--- config.mk ---
export PLATFORM = sky130hd
export DESIGN_NAME = lpif_tx_control_dataflow
export DESIGN_NICKNAME = d
export VERILOG_FILES = /design/src/rtl/lpif_tx_control_dataflow.sv
export SDC_FILE = /design/constraint.sdc
export NUM_CORES = 2
export LEC_CHECK = 0
export ABC_AREA = 1
export CAP_MARGIN = 20
export CORE_AREA = 4 4 706 708
export DETAILED_ROUTE_END_ITERATION = 8
export DIE_AREA = 0 0 710 712
export SYNTH_ARGS = -nofsm -noshare
export SYNTH_HDL_FRONTEND = slang
export SYNTH_SLANG_ARGS = --single-unit
--- constraint.sdc ---
create_clock -name clk -period 2.8 [get_ports clk]
set_input_delay 0.28 -clock clk [delete_from_list [all_inputs] [get_ports clk]]
set_output_delay 0.28 -clock clk [all_outputs]
set_load 0.02 [all_outputs]
--- src/rtl/lpif_tx_control_dataflow.sv ---
// LPIF transmit control/dataflow.
// Takes 64-byte beats from the link layer (lp_* with per-byte framing masks),
// buffers them in a 2-entry FIFO, tracks whether a TLP/DLLP is open, flags
// framing violations and flushes everything when the LTSSM leaves link-up.
// The head beat is presented to the PHY TX framer with tx_valid/tx_ready.
// Byte 63 (data[511:504]) is first on the wire.
//
// Ports:
//   clk, reset            clock, async active-low reset
//   lp_*                  link-layer beat, handshake and force-detect request
//   GEN, state            current generation and LTSSM state
//   tx_ready              framer accepts the head beat
//   pl_trdy               beat accepted this cycle if lp_irdy
//   tx_valid, packet*...  head beat and its masks (zero when empty)
//   tx_abort              one-cycle pulse when traffic is flushed on link drop
//   framing_error         sticky framing violation
//   pl_state_sts, pl_speedmode, ltssmForceDetect  registered status

module lpif_tx_control_dataflow #(
  parameter logic [3:0]  LINK_UP_STATE = 4'd3,
  parameter int unsigned DEPTH         = 2
) (
  input  logic         clk,
  input  logic         reset,
  input  logic         lp_irdy,
  input  logic [511:0] lp_data,
  input  logic [63:0]  lp_valid,
  input  logic [63:0]  lp_tlpstart,
  input  logic [63:0]  lp_dllpstart,
  input  logic [63:0]  lp_tlpend,
  input  logic [63:0]  lp_dllpend,
  input  logic [63:0]  lp_tlpedb,
  input  logic         lp_force_detect,
  input  logic [2:0]   GEN,
  input  logic [3:0]   state,
  input  logic         tx_ready,
  output logic         pl_trdy,
  output logic         tx_valid,
  output logic [511:0] packetData,
  output logic [63:0]  packetValid,
  output logic [63:0]  tlpstart,
  output logic [63:0]  dllpstart,
  output logic [63:0]  tlpend,
  output logic [63:0]  dllpend,
  output logic [63:0]  edb,
  output logic         tx_abort,
  output logic         framing_error,
  output logic [3:0]   pl_state_sts,
  output logic [2:0]   pl_speedmode,
  output logic         ltssmForceDetect
);

  typedef struct packed {
    logic [511:0] data;
    logic [63:0]  valid;
    logic [63:0]  tlpstart;
    logic [63:0]  dllpstart;
    logic [63:0]  tlpend;
    logic [63:0]  dllpend;
    logic [63:0]  edb;
  } beat_t;

  typedef enum logic [1:0] {StIdle, StInTlp, StInDllp} trk_e;

  localparam logic [1:0] Full = 2'(DEPTH);

  beat_t      in_beat, ent0_q, ent0_d, ent1_q, ent1_d, head;
  logic [1:0] count_q, count_d;
  trk_e       trk_q, trk_d, trk_beat;
  logic       tx_abort_q, tx_abort_d;
  logic       framing_error_q, framing_error_d;
  logic [3:0] pl_state_sts_q;
  logic [2:0] pl_speedmode_q;
  logic       force_detect_q;
  logic       link_up, push, pop, flush, beat_err;
  logic [63:0] start_m, end_m;

  assign in_beat = '{data: lp_data, valid: lp_valid, tlpstart: lp_tlpstart,
                     dllpstart: lp_dllpstart, tlpend: lp_tlpend, dllpend: lp_dllpend,
                     edb: lp_tlpedb};

  assign link_up  = (state == LINK_UP_STATE) && !lp_force_detect;
  assign tx_valid = (count_q != 2'd0);
  assign pl_trdy  = link_up && (count_q != Full);
  assign push     = lp_irdy && pl_trdy;
  assign pop      = tx_valid && tx_ready;
  // Any buffered beat or open packet must be discarded once the link drops.
  assign flush    = !link_up && (tx_valid || (trk_q != StIdle));

  assign start_m = lp_tlpstart | lp_dllpstart;
  assign end_m   = lp_tlpend | lp_dllpend | lp_tlpedb;

  // Scan from byte 63 (first on wire) down to byte 0 so the last marker seen
  // decides the tracking state, and "start at a higher index" is a running flag.
  always_comb begin
    logic seen_tlp, seen_dllp;
    trk_beat  = trk_q;
    beat_err  = 1'b0;
    seen_tlp  = 1'b0;
    seen_dllp = 1'b0;
    for (int i = 63; i >= 0; i--) begin
      if ((start_m[i] || end_m[i]) && !lp_valid[i]) beat_err = 1'b1;
      if (start_m[i] && end_m[i]) beat_err = 1'b1;
      if (lp_tlpend[i] && lp_tlpedb[i]) beat_err = 1'b1;
      if ((lp_tlpend[i] || lp_tlpedb[i]) && !seen_tlp && (trk_q != StInTlp)) beat_err = 1'b1;
      if (lp_dllpend[i] && !seen_dllp && (trk_q != StInDllp)) beat_err = 1'b1;
      if (end_m[i]) trk_beat = StIdle;
      if (lp_tlpstart[i]) trk_beat = StInTlp;
      if (lp_dllpstart[i]) trk_beat = StInDllp;
      if (lp_tlpstart[i]) seen_tlp = 1'b1;
      if (lp_dllpstart[i]) seen_dllp = 1'b1;
    end
  end

  // Entry 0 is always the head; entry 1 holds the second beat when full.
  always_comb begin
    ent0_d  = ent0_q;
    ent1_d  = ent1_q;
    count_d = count_q;
    trk_d   = trk_q;
    if (flush) begin
      count_d = 2'd0;
      trk_d   = StIdle;
    end else begin
      if (push) trk_d = trk_beat;
      case ({push, pop})
        2'b10: begin
          if (count_q == 2'd0) ent0_d = in_beat;
          else                 ent1_d = in_beat;
          count_d = count_q + 2'd1;
        end
        2'b01: begin
          ent0_d  = ent1_q;
          count_d = count_q - 2'd1;
        end
        2'b11: begin
          // count is 1 here: full FIFO cannot push.
          ent0_d = in_beat;
        end
        default: ;
      endcase
    end
    tx_abort_d      = flush;
    framing_error_d = framing_error_q || (push && beat_err);
  end

  always_ff @(posedge clk or negedge reset) begin
    if (!reset) begin
      ent0_q          <= '0;
      ent1_q          <= '0;
      count_q         <= 2'd0;
      trk_q           <= StIdle;
      tx_abort_q      <= 1'b0;
      framing_error_q <= 1'b0;
      pl_state_sts_q  <= 4'd0;
      pl_speedmode_q  <= 3'd0;
      force_detect_q  <= 1'b0;
    end else begin
      ent0_q          <= ent0_d;
      ent1_q          <= ent1_d;
      count_q         <= count_d;
      trk_q           <= trk_d;
      tx_abort_q      <= tx_abort_d;
      framing_error_q <= framing_error_d;
      pl_state_sts_q  <= state;
      pl_speedmode_q  <= GEN;
      force_detect_q  <= lp_force_detect;
    end
  end

  assign head             = tx_valid ? ent0_q : '0;
  assign packetData       = head.data;
  assign packetValid      = head.valid;
  assign tlpstart         = head.tlpstart;
  assign dllpstart        = head.dllpstart;
  assign tlpend           = head.tlpend;
  assign dllpend          = head.dllpend;
  assign edb              = head.edb;
  assign tx_abort         = tx_abort_q;
  assign framing_error    = framing_error_q;
  assign pl_state_sts     = pl_state_sts_q;
  assign pl_speedmode     = pl_speedmode_q;
  assign ltssmForceDetect = force_detect_q;

endmodule
==> flow_summary.ini <==
[synth]
synth_nets = 11762
yosysUniqueCellTypes = 41
async_flop_share_pct = 100.0
ys_seq_elements = 1806
syn_inst = 10854
yosys_warnings = 0
syn_avg_cell_area_um2 = 7.891
synth-edff-count = 0
syn-cell-area_um2 = 85650
yosysSeqAreaShare_pct = 52.77
synth_top_flop_cell = dfrtp_1

[pwr]
seqPwrFrac_pct = 27.7
powerDensity_nw_per_um2 = 1024
power.switching_mw = 61.15
internal-power_mw = 82.05
ir_drop_uv = 673.7
p_clk_share_pct = 21.4
swShare_pct = 42.70
p_leak_nw = 66.87
power_frac_comb_pct = 50.9

[global_route]
grt_overflow_total = 0
grt_max_degree = 137
grt.busiest_layer = met2
met3_usage_pct = 4.807
use_met2_pct = 32.38
grtUsageMet1_pct = 25.88
antenna_found_initial = 116
grt_pass1_vias = 86682
grt_pass1_wl_mm = 733.2
grt_use_total_pct = 20.64

[finish]
drive_above_1_share_pct = 22.92
final_nets = 15130
design_area_um2 = 139900
post-route-util_pct = 28.41
final_common_cell = nand2_1
area_delta_synth_final_pct = 63.31
mostFrequentLayoutCells = nand2_1 (2,235), inv_1 (1,838), dfrtp_1 (1,805)
fin_cells = 20997

[sta]
max_slew_margin_pct = 37.05
fmax_mhz = 138.9
finalSetupViolations = 680
slew_viol_final = 0
hold_viol = 0
skew_ns = 0.1143
worst_slack_ns = -4.398
holdWs_ns = 0.02399
tightest_slew_ns = 0.9343
fin_crit_sh_pct = 257.1
rsz0062_at_grt = true
finalCriticalPeriod_ns = 7.198

[flow_run]
maxCapViolCount = 0

[place]
io_buffers = 1815
hpwl_mm = 441.2
place_inst = 19711
dpl_worst_slack_ns = -6.205
place_area_um2 = 120500
gp_congestion = 1.043

[die]
rows = 258
io_pins = 1816
dieHeight_um = 712
start_util_pct = 17.40
die_x_um = 710
dieArea_um2 = 505500
core_um2 = 492300

[drt]
drc = 0
wire_per_inst_um = 26.59
routed_via_density = 4.386
drtAntennaViolNets = 0
wirelength_mm = 558.3
drt_iter0_drc = 9368
vias = 92102
first_pass_iters = 6

[setup_path]
worstPathArrival_ns = 8.08
worst-r2r-setup-slack_ns = -0.54
cpMostUsedCell = nand2_1
slowest_delay_ns = 0.28
path_delay_family = simple AND/OR/NAND/NOR gates
crit_slowest_cell = nor2_4
end_kind = flip-flop
cp_num_buf_inv = 1
required_ns = 3.68
worstSetupPathType = input pin to flip-flop
crit_path_start_kind = input pin
critPathMaxFanout = 3

[cts]
clkSlewWorstSetupHoldPaths_ns = 0.07
cts_made_buffers = 222
ctsHtreeMaxLevel = 4
root_buffer = clkbuf_16
clk_latency_ns = 0.94
cts_tree = yes
clk_path_buf_depth = 4
cts_sinks = 1806

[run_status]
status = finished, violations left
violations = negative setup slack

[worst_hold_path]
hold_path.class = input pin to flip-flop
[final cells by class]
cell class                 count  area (µm²)
antenna                       89       222.7
clock buffer                 329        6573
clock inverter                81        1051
fill                       52472      352400
inverter                    1897        7208
multi-input combinational   6456       33290
sequential                  1806       45190
tap                         6500        8133
timing repair buffer        3839       38200
[sequential cells by signal, indices dropped and copies added (netlist names)]
| name | flops |
|---|---|
| ent0_q | 896 |
| ent1_q | 896 |
| pl_state_sts | 4 |
| pl_speedmode | 3 |
| count_q | 2 |
| trk_q | 2 |
| framing_error | 1 |
| ltssmForceDetect | 1 |
| tx_abort | 1 |
[kinds of logic (layout without fill, tap and decap cells)]
| family | after synthesis | in the layout | share of synthesized area (%) |
|---|---|---|---|
| AOI/OAI and AO/OA | 2881 | 2881 | 19.75 |
| and+or+nand+nor | 3574 | 3574 | 16.06 |
| other | 0 | 89 | 0 |
| DFF | 1806 | 1806 | 52.77 |
| buffers and inverters | 2592 | 6146 | 11.41 |
| xor gates and xnor gates | 1 | 1 | 0.01023 |
[per-layer routing]
layer,vias to the layer above,share of wire [%]
met2,4372,44
li1,41502,-
met3,1083,8.7
met5,-,0.032
met1,45117,40
met4,28,7.4
[worst paths after layout]
check / from / to / depth (start not counted)
setup / recovery: lp_dllpend[59] / trk_q[0]$_DFFE_PN0P_ / 126
hold / removal: lp_tlpstart[60] / ent0_q[316]$_DFFE_PN0P_ / 6
setup reg to reg: trk_q[1]$_DFFE_PN0P_ / framing_error$_DFF_PN0_ / 16
hold reg to reg: ent1_q[779]$_DFFE_PN0P_ / ent1_q[779]$_DFFE_PN0P_ / 2
max in group asynchronous: reset / ent0_q[102]$_DFFE_PN0P_ / 4
min in group asynchronous: reset / ent1_q[41]$_DFFE_PN0P_ / 3
[power by group through the flow]
stage | clock network (mW) | logic, mW | registers [mW]
floorplan | 0 | 27.4 | 39.2
global placement | 0 | 59.6 | 39.7
detailed placement | 0 | 60.0 | 40.0
CTS | 31.1 | 65.2 | 39.6
global route | 32.2 | 77.4 | 40.7
finish | 30.6 | 72.9 | 39.7
[tightest hold or removal path, stage by stage]
cell and delay (ns):
clkbuf_2 0.13, inv_1 0.10, buf_4 0.14, nand2_1 0.05, o211ai_1 0.08, o21ai_0 0.08
[through the flow]
step           setup TNS (ns)  total power [mW]
4_1_cts               -467.32             135.9
2_1_floorplan          -7.320             66.61
3_5_place_dp         -1653.80             99.99
5_1_grt               -217.99             150.2
6_report              -116.07             143.2
3_3_place_gp         -1634.99             99.29
[Yosys cell counts, types with 2 or more instances]
master / instances / area [µm²]
nand2_1: 2272 / 8528
inv_1: 1847 / 6933
dfrtp_1: 1806 / 45190
o21ai_0: 1667 / 8343
nor2_1: 1131 / 4245
o211ai_1: 910 / 6832
clkbuf_1: 654 / 2455
o21ai_1: 218 / 1091
inv_2: 44 / 165.2
nand4_1: 43 / 269.0
nand3_1: 42 / 210.2
buf_1: 41 / 153.9
nor4_1: 41 / 256.5
nor3_1: 32 / 160.2
a21oi_1: 25 / 125.1
o2111ai_1: 14 / 122.6
a221oi_1: 8 / 70.07
a22o_1: 8 / 70.07
nor2_2: 5 / 31.28
o31ai_1: 5 / 37.54
o2111a_1: 4 / 45.04
o221ai_1: 4 / 35.03
a2111oi_0: 3 / 26.28
a211oi_1: 3 / 22.52
bufinv_8: 3 / 52.55
nor3b_1: 3 / 22.52
a21boi_0: 2 / 15.01
a311oi_1: 2 / 17.52
a31oi_1: 2 / 12.51
inv_4: 2 / 12.51
nand2_2: 2 / 12.51
o21bai_1: 2 / 15.01
[repair_timing]
action / CTS / global route
endpoints found under the setup margin: 1278 / 2437
setup buffers: 57 / 203
hold buffers: 458 / 5
gates cloned: 31 / 57
gates resized for setup: 723 / 2272
endpoints found under the hold margin: 1715 / 5
pin swaps: 52 / 99
(Power assumes the default switching activity.)
